<file path="src/rtl/ifetch_pkg.sv">
// Shared types for the instruction-fetch unit: FSM state encoding, queue entry layout
// and the IM word-address width.
package ifetch_pkg;

    localparam int IM_AW = 16;

    typedef enum logic [1:0] {
        BOOT   = 2'd0,
        FETCH  = 2'd1,
        HALTED = 2'd2
    } fetch_state_e;

    typedef struct packed {
        logic [31:0] pc;
        logic [31:0] inst;
    } fetch_entry_t;

endpackage

</file>
<file path="src/rtl/ifetch_queue.sv">
// Synchronous FIFO of fetch entries with push/pop/flush; head is presented combinationally
// and reads as zero while the queue is empty.
module ifetch_queue
    import ifetch_pkg::*;
#(
    parameter int QDEPTH = 4
) (
    input  logic                     clk,
    input  logic                     rst,
    input  logic                     push_i,
    input  fetch_entry_t             push_entry_i,
    input  logic                     pop_i,
    input  logic                     flush_i,
    output logic                     empty_o,
    output logic [$clog2(QDEPTH):0]  count_o,
    output fetch_entry_t             head_o
);

    localparam int PW = $clog2(QDEPTH);

    logic [PW-1:0] rd_q, rd_d;
    logic [PW-1:0] wr_q, wr_d;
    logic [PW:0]   cnt_q, cnt_d;
    fetch_entry_t  mem_q [QDEPTH];

    // Pointers wrap naturally because QDEPTH is a power of two.
    always_comb begin
        rd_d  = rd_q;
        wr_d  = wr_q;
        cnt_d = cnt_q;
        if (flush_i) begin
            rd_d  = '0;
            wr_d  = '0;
            cnt_d = '0;
        end else begin
            if (push_i) wr_d = wr_q + 1'b1;
            if (pop_i)  rd_d = rd_q + 1'b1;
            if (push_i && !pop_i)      cnt_d = cnt_q + 1'b1;
            else if (!push_i && pop_i) cnt_d = cnt_q - 1'b1;
        end
    end

    always_ff @(posedge clk) begin
        if (!rst) begin
            rd_q  <= '0;
            wr_q  <= '0;
            cnt_q <= '0;
        end else begin
            rd_q  <= rd_d;
            wr_q  <= wr_d;
            cnt_q <= cnt_d;
        end
    end

    always_ff @(posedge clk) begin
        if (push_i && !flush_i) mem_q[wr_q] <= push_entry_i;
    end

    assign empty_o = (cnt_q == '0);
    assign count_o = cnt_q;
    assign head_o  = empty_o ? '0 : mem_q[rd_q];

endmodule

</file>
<file path="src/rtl/ifetch_unit.sv">
// Instruction-fetch initiator: reads IM combinationally, queues {pc, inst} for decode,
// handles redirect flush, halt and backpressure. Define BOOT_LOAD_EN to enable IM boot loading.
module ifetch_unit
    import ifetch_pkg::*;
#(
    parameter logic [31:0] RESET_PC = 32'h0000_0000,
    parameter int          QDEPTH   = 4
) (
    input  logic              clk,
    input  logic              rst,
    output logic              IM_enable,
    output logic              IM_write,
    output logic [IM_AW-1:0]  IM_address,
    output logic [31:0]       IM_in,
    input  logic [31:0]       IM_out,
    input  logic              redirect_valid,
    input  logic [31:0]       redirect_pc,
    input  logic              halt,
    output logic              inst_valid,
    input  logic              inst_ready,
    output logic [31:0]       inst_data,
    output logic [31:0]       inst_pc,
    input  logic              boot_valid,
    input  logic [31:0]       boot_data,
    input  logic              boot_done
);

    localparam logic [1:0] ST_BOOT   = BOOT;
    localparam logic [1:0] ST_FETCH  = FETCH;
    localparam logic [1:0] ST_HALTED = HALTED;
    localparam int         CW        = $clog2(QDEPTH) + 1;

`ifdef BOOT_LOAD_EN
    localparam logic [1:0] RESET_ST = ST_BOOT;
`else
    localparam logic [1:0] RESET_ST = ST_FETCH;
`endif

    logic [1:0]    state_q, state_d;
    logic [31:0]   pc_q, pc_d;
    logic          q_empty;
    logic [CW-1:0] q_count;
    logic          pop, flush, fetch;
    fetch_entry_t  push_entry, head;

    assign inst_valid = rst && !q_empty;
    assign pop        = inst_valid && inst_ready;
    assign flush      = rst && redirect_valid && (state_q == ST_FETCH || state_q == ST_HALTED);
    // A pop frees a slot in the same cycle, so a full queue still streams one inst per cycle.
    assign fetch      = rst && (state_q == ST_FETCH) && !halt && !redirect_valid &&
                        ((q_count < CW'(QDEPTH)) || pop);
    assign push_entry = '{pc: pc_q, inst: IM_out};
    assign inst_data  = inst_valid ? head.inst : '0;
    assign inst_pc    = inst_valid ? head.pc   : '0;

    ifetch_queue #(.QDEPTH(QDEPTH)) u_queue (
        .clk          (clk),
        .rst          (rst),
        .push_i       (fetch),
        .push_entry_i (push_entry),
        .pop_i        (pop),
        .flush_i      (flush),
        .empty_o      (q_empty),
        .count_o      (q_count),
        .head_o       (head)
    );

    always_comb begin
        state_d = state_q;
        pc_d    = pc_q;
        if (flush)      pc_d = {redirect_pc[31:2], 2'b00};
        else if (fetch) pc_d = pc_q + 32'd4;
        case (state_q)
`ifdef BOOT_LOAD_EN
            ST_BOOT:   if (boot_done) state_d = ST_FETCH;
`else
            ST_BOOT:   state_d = ST_FETCH;
`endif
            ST_FETCH:  if (halt) state_d = ST_HALTED;
            ST_HALTED: if (!halt && !redirect_valid) state_d = ST_FETCH;
            default:   state_d = ST_FETCH;
        endcase
    end

    always_ff @(posedge clk) begin
        if (!rst) begin
            state_q <= RESET_ST;
            pc_q    <= RESET_PC;
        end else begin
            state_q <= state_d;
            pc_q    <= pc_d;
        end
    end

`ifdef BOOT_LOAD_EN
    logic [IM_AW-1:0] boot_ptr_q, boot_ptr_d;
    logic             boot_wr;

    assign boot_wr    = rst && (state_q == ST_BOOT) && boot_valid;
    assign boot_ptr_d = boot_wr ? boot_ptr_q + 1'b1 : boot_ptr_q;

    always_ff @(posedge clk) begin
        if (!rst) boot_ptr_q <= RESET_PC[IM_AW+1:2];
        else      boot_ptr_q <= boot_ptr_d;
    end
`else
    logic unused_boot;
    assign unused_boot = ^{boot_valid, boot_data, boot_done};
`endif

    always_comb begin
        IM_enable  = 1'b0;
        IM_write   = 1'b0;
        IM_address = '0;
        IM_in      = '0;
        if (fetch) begin
            IM_enable  = 1'b1;
            IM_address = pc_q[IM_AW+1:2];
        end
`ifdef BOOT_LOAD_EN
        if (boot_wr) begin
            IM_enable  = 1'b1;
            IM_write   = 1'b1;
            IM_address = boot_ptr_q;
            IM_in      = boot_data;
        end
`endif
    end

endmodule

</file>
<file path="config.mk">
export PLATFORM = sky130hd
export DESIGN_NAME = ifetch_unit
export DESIGN_NICKNAME = d
export VERILOG_FILES = /design/src/rtl/ifetch_pkg.sv /design/src/rtl/ifetch_queue.sv /design/src/rtl/ifetch_unit.sv
export SDC_FILE = /design/constraint.sdc
export NUM_CORES = 1
export LEC_CHECK = 0
export CORE_MARGIN = 2
export CORE_UTILIZATION = 25
export CTS_CLUSTER_SIZE = 24
export DETAILED_ROUTE_END_ITERATION = 8
export MAX_ROUTING_LAYER = met4
export PLACE_DENSITY = 0.56
export SLEW_MARGIN = 10
export SYNTH_ARGS = -nofsm -noshare
export SYNTH_HDL_FRONTEND = slang
export SYNTH_SLANG_ARGS = --single-unit
export TNS_END_PERCENT = 5
</file>
<file path="constraint.sdc">
create_clock -name clk -period 3.3 [get_ports clk]
set_input_delay 0.66 -clock clk [delete_from_list [all_inputs] [get_ports clk]]
set_output_delay 0.66 -clock clk [all_outputs]
set_load 0.01 [all_outputs]
</file>
==> out/results.txt, run 1 <==
Max VDD drop - 0.275 mV
CTS max path bufs - 3
Clock Power Share - 42.9%
Synth cell types - 51
sequential power share - 48.3%
Worst-Margin Slew - 0.652 ns
Fillers - 4657
minimum clock period - 3.17 ns
CTS tree - yes
Placed Cells incl. Taps - 1504
leakage - 5.01 nW
Die Y - 224 µm
all-layer global routing usage - 12.7%
worst reg2reg path depth - 12
CP Capture Type - primary output
worst path buffer plus inverter count - 3
Tcrit/Tclk final - 95.9%
Cells after Synth - 749
hold endpoint - state_q[1]
CP Cell Sequence - clkdlybuf4s50_1 > and4bb_1 > nand2_1 > buf_4 > nor2_1 > clkdlybuf4s50_1
post-DP HPWL - 20.7 mm
power per standard cell area - 550 nW/µm²
asr flop ratio synth - 0%
Die Wd - 224 µm
critical path's slowest cell - clkdlybuf4s50_1
RSZ-0062 raised after global routing - false
clock net sink count - 289
Die ar. - 50200 µm²
IO Pins - 218
number of routed nets with antenna violations - 0
PortBufs - 146
Clock Latency Late Sink - 0.54 ns
final instance area - 15600 µm²
clock buffer count from CTS - 34
synthesis-to-layout area growth - 29.0%
CP Data Arrival Time - 2.51 ns
Setup crit start kind - input port
post-layout util - 32.7%
final setup fails - 0
HP Class - reg -> reg
CTS hold repair buffers - 0
Syn Area/Cell - 16.2 µm²
total chip power - 8.59 mW
clk root buf - clkbuf_16
final net count - 1038
Max-Slew Margin vs Limit - 56.5%
Final GP Congestion - 0.781
fraction of layout cells with a size suffix above 1 - 17.4%
DRC viols - 0
htree depth - 2
CP dominant cell by count - clkdlybuf4s50_1
first-iteration detailed-routing DRC count - 488
DR WL/cell - 19.7 µm
core area - 47700 µm²
routed vias/inst - 4.49
clk_skew - 0.0259 ns
first-pass GRT wire length - 46.2 mm
Post-Syn Area - 12100 µm²
via count - 7029
worst-path fanout max - 9
Hold Crit Start - state_q[1]
hold slack - 0.499 ns
Critical Path Max Stage Delay - 0.58 ns
yosys warns - 0
GRT Residual Overflow - 0
number of enable flip-flop cells after synthesis - 248
Reg2Reg Capture Point - u_queue.count_o[2]
delay-heaviest family, CP - buffers and inverters
starting density of the core - 25.3%
Worst Hold Depth - 2
Max Cap Violations - 0
crit path kind - in -> out
Antenna diodes - 0
largest net degree at the start of global routing - 34
total wire length - 30.8 mm
final hold viol count - 0
Comb pwr share - 8.8%
sequential element share of the synthesized area - 68.3%
R2R setup slack - 0.84 ns
vias in the first global route - 7242
post-place instance area - 14500 µm²
Slew Limit Fails - 0
Internal - 6.65 mW
reg2reg start - state_q[1]
clock slew at reported path FFs - 0.06 ns
WP data required - 2.64 ns
final worst setup slack - 0.134 ns
fin cells - 1566
antenna violations before repair - 0
Yosys reg bits - 289
Main synth FF type - edfxtp_1
switching power - 1.94 mW
Max Freq - 0.316 GHz
First-pass DRT Iterations - 5
outcome - completed
FP Rows - 80
Sw Ratio - 22.6%
Post-Route Setup TNS - 0 ns
pre-CTS setup slack - 0.0701 ns
per-layer routing:
layer,GRT usage (%),wire length (µm),up-vias
li1,-,-,3204
met1,16.3,13600,3568
met2,20.3,14800,221
met3,2.72,1840,36
met4,3.76,553,0
met5,-,0,-
worst reg2reg max path, cell delays in order, from the launching register on:
cell      delay, ns
dfxtp_1        0.32
inv_1          0.07
ha_1           0.15
and4bb_1       0.25
nand2_1        0.10
buf_4          0.22
inv_2          0.10
ha_1           0.18
inv_1          0.06
fa_1           0.38
xor2_1         0.15
or3_1          0.30
a21oi_1        0.14
layout make-up:
cell class / count / area, µm² / share of cell area [%]
timing repair buffer: 182 / 1910 / 12.2
sequential: 289 / 8280 / 53.0
clock buffer: 42 / 911 / 5.84
inverter: 12 / 45.0 / 0.289
multi-input combinational: 407 / 3500 / 22.5
tap: 615 / 769 / 4.93
clock inverter: 19 / 190 / 1.22
state kept, by name (all words and copies together) (netlist names), named ones only:
name,flops
u_queue.count_o,3
pc_q,30
u_queue.mem_q,248
state_q,2
u_queue.rd_q,2
u_queue.wr_q,2
worst max path at each step:
stage	from	slack, ns	cells past startpoint	end
detailed placement	rst	0.07	6	IM_address[13]
global route	rst	0.06	6	IM_address[13]
floorplan	rst	0.21	4	u_queue.mem_q[1][0]
finish	rst	0.13	6	IM_address[13]
global placement	rst	0.07	6	IM_address[13]
CTS	rst	0.07	6	IM_address[13]
timing repair:
item | 4_1_cts | 5_1_grt
gates resized for setup | 0 | 1
setup buffers | 1 | 0
setup endpoints to repair | 9 | 1
cell families after synthesis:
| logic type | after synthesis | synth area share (%) |
|---|---|---|
| AOI/OAI and AO/OA | 81 | 4.27 |
| xor gates and xnor gates | 12 | 0.869 |
| muxes | 66 | 11.9 |
| other | 1 | 0.0310 |
| and+or+nand+nor | 204 | 9.62 |
| adders and majority gates | 9 | 0.993 |
| buffers and inverters | 87 | 4.00 |
| DFF | 289 | 68.3 |
synthesized netlist by cell type (all sizes together) (5+ instances only):
cell      n  share of area [%]
edfxtp  248                 62
and2     63                3.3
mux4     62                 12
buf      52                2.9
dfxtp    41                6.8
nand2    37                1.1
nor2     28               0.87
a21oi    24                1.0
and3     23                1.2
clkbuf   23               0.71
o21ai    14               0.58
nand4    13               0.80
inv      12               0.37
a31oi     9               0.47
ha        8               0.83
nor3      8               0.33
xnor2     8               0.58
a22oi     7               0.43
and4      7               0.53
nand3     7               0.29
nor4      6               0.47
o211ai    5               0.31
cell usage in the layout (no fill, tap or decap), drive strengths merged, types with 8 or more instances in the layout:
master / count
o21ai: 14
dfxtp: 41
ha: 8
xnor2: 8
mux4: 62
clkbuf: 42
clkinv: 13
conb: 35
inv: 14
nand2: 37
a21oi: 24
nand4: 13
nor3: 8
buf: 36
edfxtp: 248
nor2: 28
a31oi: 9
and3: 23
and2: 63
clkdlybuf4s50: 146
power groups by stage:
| stage | logic [mW] | clock network [mW] | registers, mW |
|---|---|---|---|
| final | 0.756 | 3.69 | 4.15 |
| after global routing | 0.827 | 3.95 | 4.16 |
| after CTS | 0.776 | 3.81 | 4.15 |
| after detailed placement | 0.765 | 0 | 4.23 |
| after global placement | 0.759 | 0 | 4.22 |
| after floorplan | 0.407 | 0 | 4.18 |
(Power assumes the default switching activity.)
==> run 2, diff against run 1 <==
Settings changed: CORE_ASPECT_RATIO set to 1.4.
==> run 2 against run 1 <==
Critical path depth is the same. Clock skew shrank 0.0019 ns. Non-clock buffer count unchanged. Final cell count is 0.51% higher. Clock power down 12%. Routed wire length shrank 0.94%. Sequential power about the same. Core utilization shrank 0.28 points. Register-to-register slack got worse by 0.11 ns.
==> out/results.txt, run 2 (synthesis gave the netlist of run 1 again) <==
power per standard cell area - 526 nW/µm²
starting density of the core - 25.3%
all-layer global routing usage - 12.5%
vias in the first global route - 7221
CP Data Arrival Time - 2.54 ns
routed vias/inst - 4.48
total chip power - 8.17 mW
RSZ-0062 raised after global routing - false
Die Wd - 190 µm
core area - 47900 µm²
HP Class - reg -> reg
Setup crit start kind - input port
antenna violations before repair - 0
outcome - completed
post-place instance area - 14500 µm²
final setup fails - 0
commonest non-fill, non-tap cells in the layout - edfxtp_1, clkdlybuf4s50_1, and2_1, mux4_2, dfxtp_1
Worst-Margin Slew - 0.701 ns
Max-Slew Margin vs Limit - 53.3%
First-pass DRT Iterations - 6
Tcrit/Tclk final - 96.9%
Clock Latency Late Sink - 0.57 ns
clock buffer count from CTS - 29
Max Cap Violations - 0
largest reg by FF count - u_queue.mem_q
DRC viols - 0
CP Capture Type - primary output
htree depth - 1
Antenna diodes - 0
Hold Crit Start - state_q[1]
clock net sink count - 289
leakage - 4.98 nW
final hold viol count - 0
IO Pins - 218
FP Rows - 95
CTS max path bufs - 3
Slew Limit Fails - 0
clock slew at reported path FFs - 0.07 ns
Final GP Congestion - 0.799
largest net degree at the start of global routing - 31
Fillers - 4641
Die ar. - 50200 µm²
via count - 7047
CTS tree - yes
reg2reg start - state_q[1]
clk_skew - 0.0240 ns
number of routed nets with antenna violations - 0
final instance area - 15500 µm²
fraction of layout cells with a size suffix above 1 - 16.7%
total wire length - 30.5 mm
first-iteration detailed-routing DRC count - 453
first-pass GRT wire length - 45.7 mm
Die Y - 264 µm
Max Freq - 0.313 GHz
GRT Residual Overflow - 0
DR WL/cell - 19.4 µm
WP data required - 2.64 ns
hold slack - 0.485 ns
clk root buf - clkbuf_16
Post-Route Setup TNS - 0 ns
synthesis-to-layout area growth - 28.3%
final net count - 1033
worst-path fanout max - 15
commonest non-fill, non-tap cell in the layout - edfxtp_1
max reg flops - 248
crit path kind - in -> out
Max VDD drop - 0.287 mV
PortBufs - 146
post-DP HPWL - 20.3 mm
minimum clock period - 3.20 ns
Worst Setup SP - halt
==> run 2: cell types whose count changed in the layout (fill, tap and decap cells not counted), sizes merged <==
cell | before | now
clkinvlp | 1 | 2
clkinv | 13 | 14
dlymetal6s2s | 0 | 2
clkdlybuf4s50 | 146 | 144
clkbuf | 42 | 32
inv | 14 | 15
==> run 2: area by class of cell <==
| cell class | instances | area (µm²) | area share [%] |
|---|---|---|---|
| multi-input combinational | 407 | 3500 | 22.6 |
| tap | 630 | 788 | 5.08 |
| timing repair buffer | 182 | 1980 | 12.7 |
| clock inverter | 22 | 193 | 1.24 |
| sequential | 289 | 8280 | 53.3 |
| clock buffer | 32 | 737 | 4.75 |
| inverter | 12 | 45.0 | 0.290 |
==> run 2: per-stage QoR <==
stage	cells	worst slack, ns	util [%]
2_1_floorplan	783	0.210	-
3_3_place_gp	1515	0.0814	30.3
3_5_place_dp	1515	0.0910	30.3
4_1_cts	1570	0.00330	32.3
5_1_grt	1574	0.00105	32.4
6_report	1574	0.102	32.4
==> run 2: power by group <==
| group | internal, mW | switching, mW | total [mW] |
|---|---|---|---|
| Sequential | 4.05 | 0.0958 | 4.14 |
| Combinational | 0.410 | 0.360 | 0.770 |
| Clock | 1.85 | 1.41 | 3.26 |
==> run 2: per-layer routing <==
metal | track usage, % | wire length, µm | part of all wire [%]
met4 | 3.62 | 614 | 2.0
met2 | 21.3 | 15500 | 51
met3 | 1.65 | 1480 | 4.8
met5 | - | 0 | 0
met1 | 15.6 | 12900 | 42
==> run 2: worst max-delay path, stage by stage <==
cell	delay (ns)
clkdlybuf4s50_1	0.45
and4bb_1	0.30
nand2_1	0.15
buf_12	0.19
nor2_1	0.20
clkdlybuf4s50_1	0.59
==> run 2: final timing paths <==
path              depth (start not counted)  slack (ns)            endpoint
setup / recovery                          6        0.10       IM_address[2]
hold / removal                            2        0.49          state_q[1]
setup reg to reg                         12        0.73  u_queue.count_o[2]
hold reg to reg                           2        0.49          state_q[1]
==> run 2: what timing repair did <==
item                                    in CTS  in global routing
setup buffers                                0                  4
pin swaps                                    0                  1
gates resized for setup                      1                  3
hold buffers                                 0                  0
endpoints found under the setup margin       1                 20
gates cloned                                 1                  0
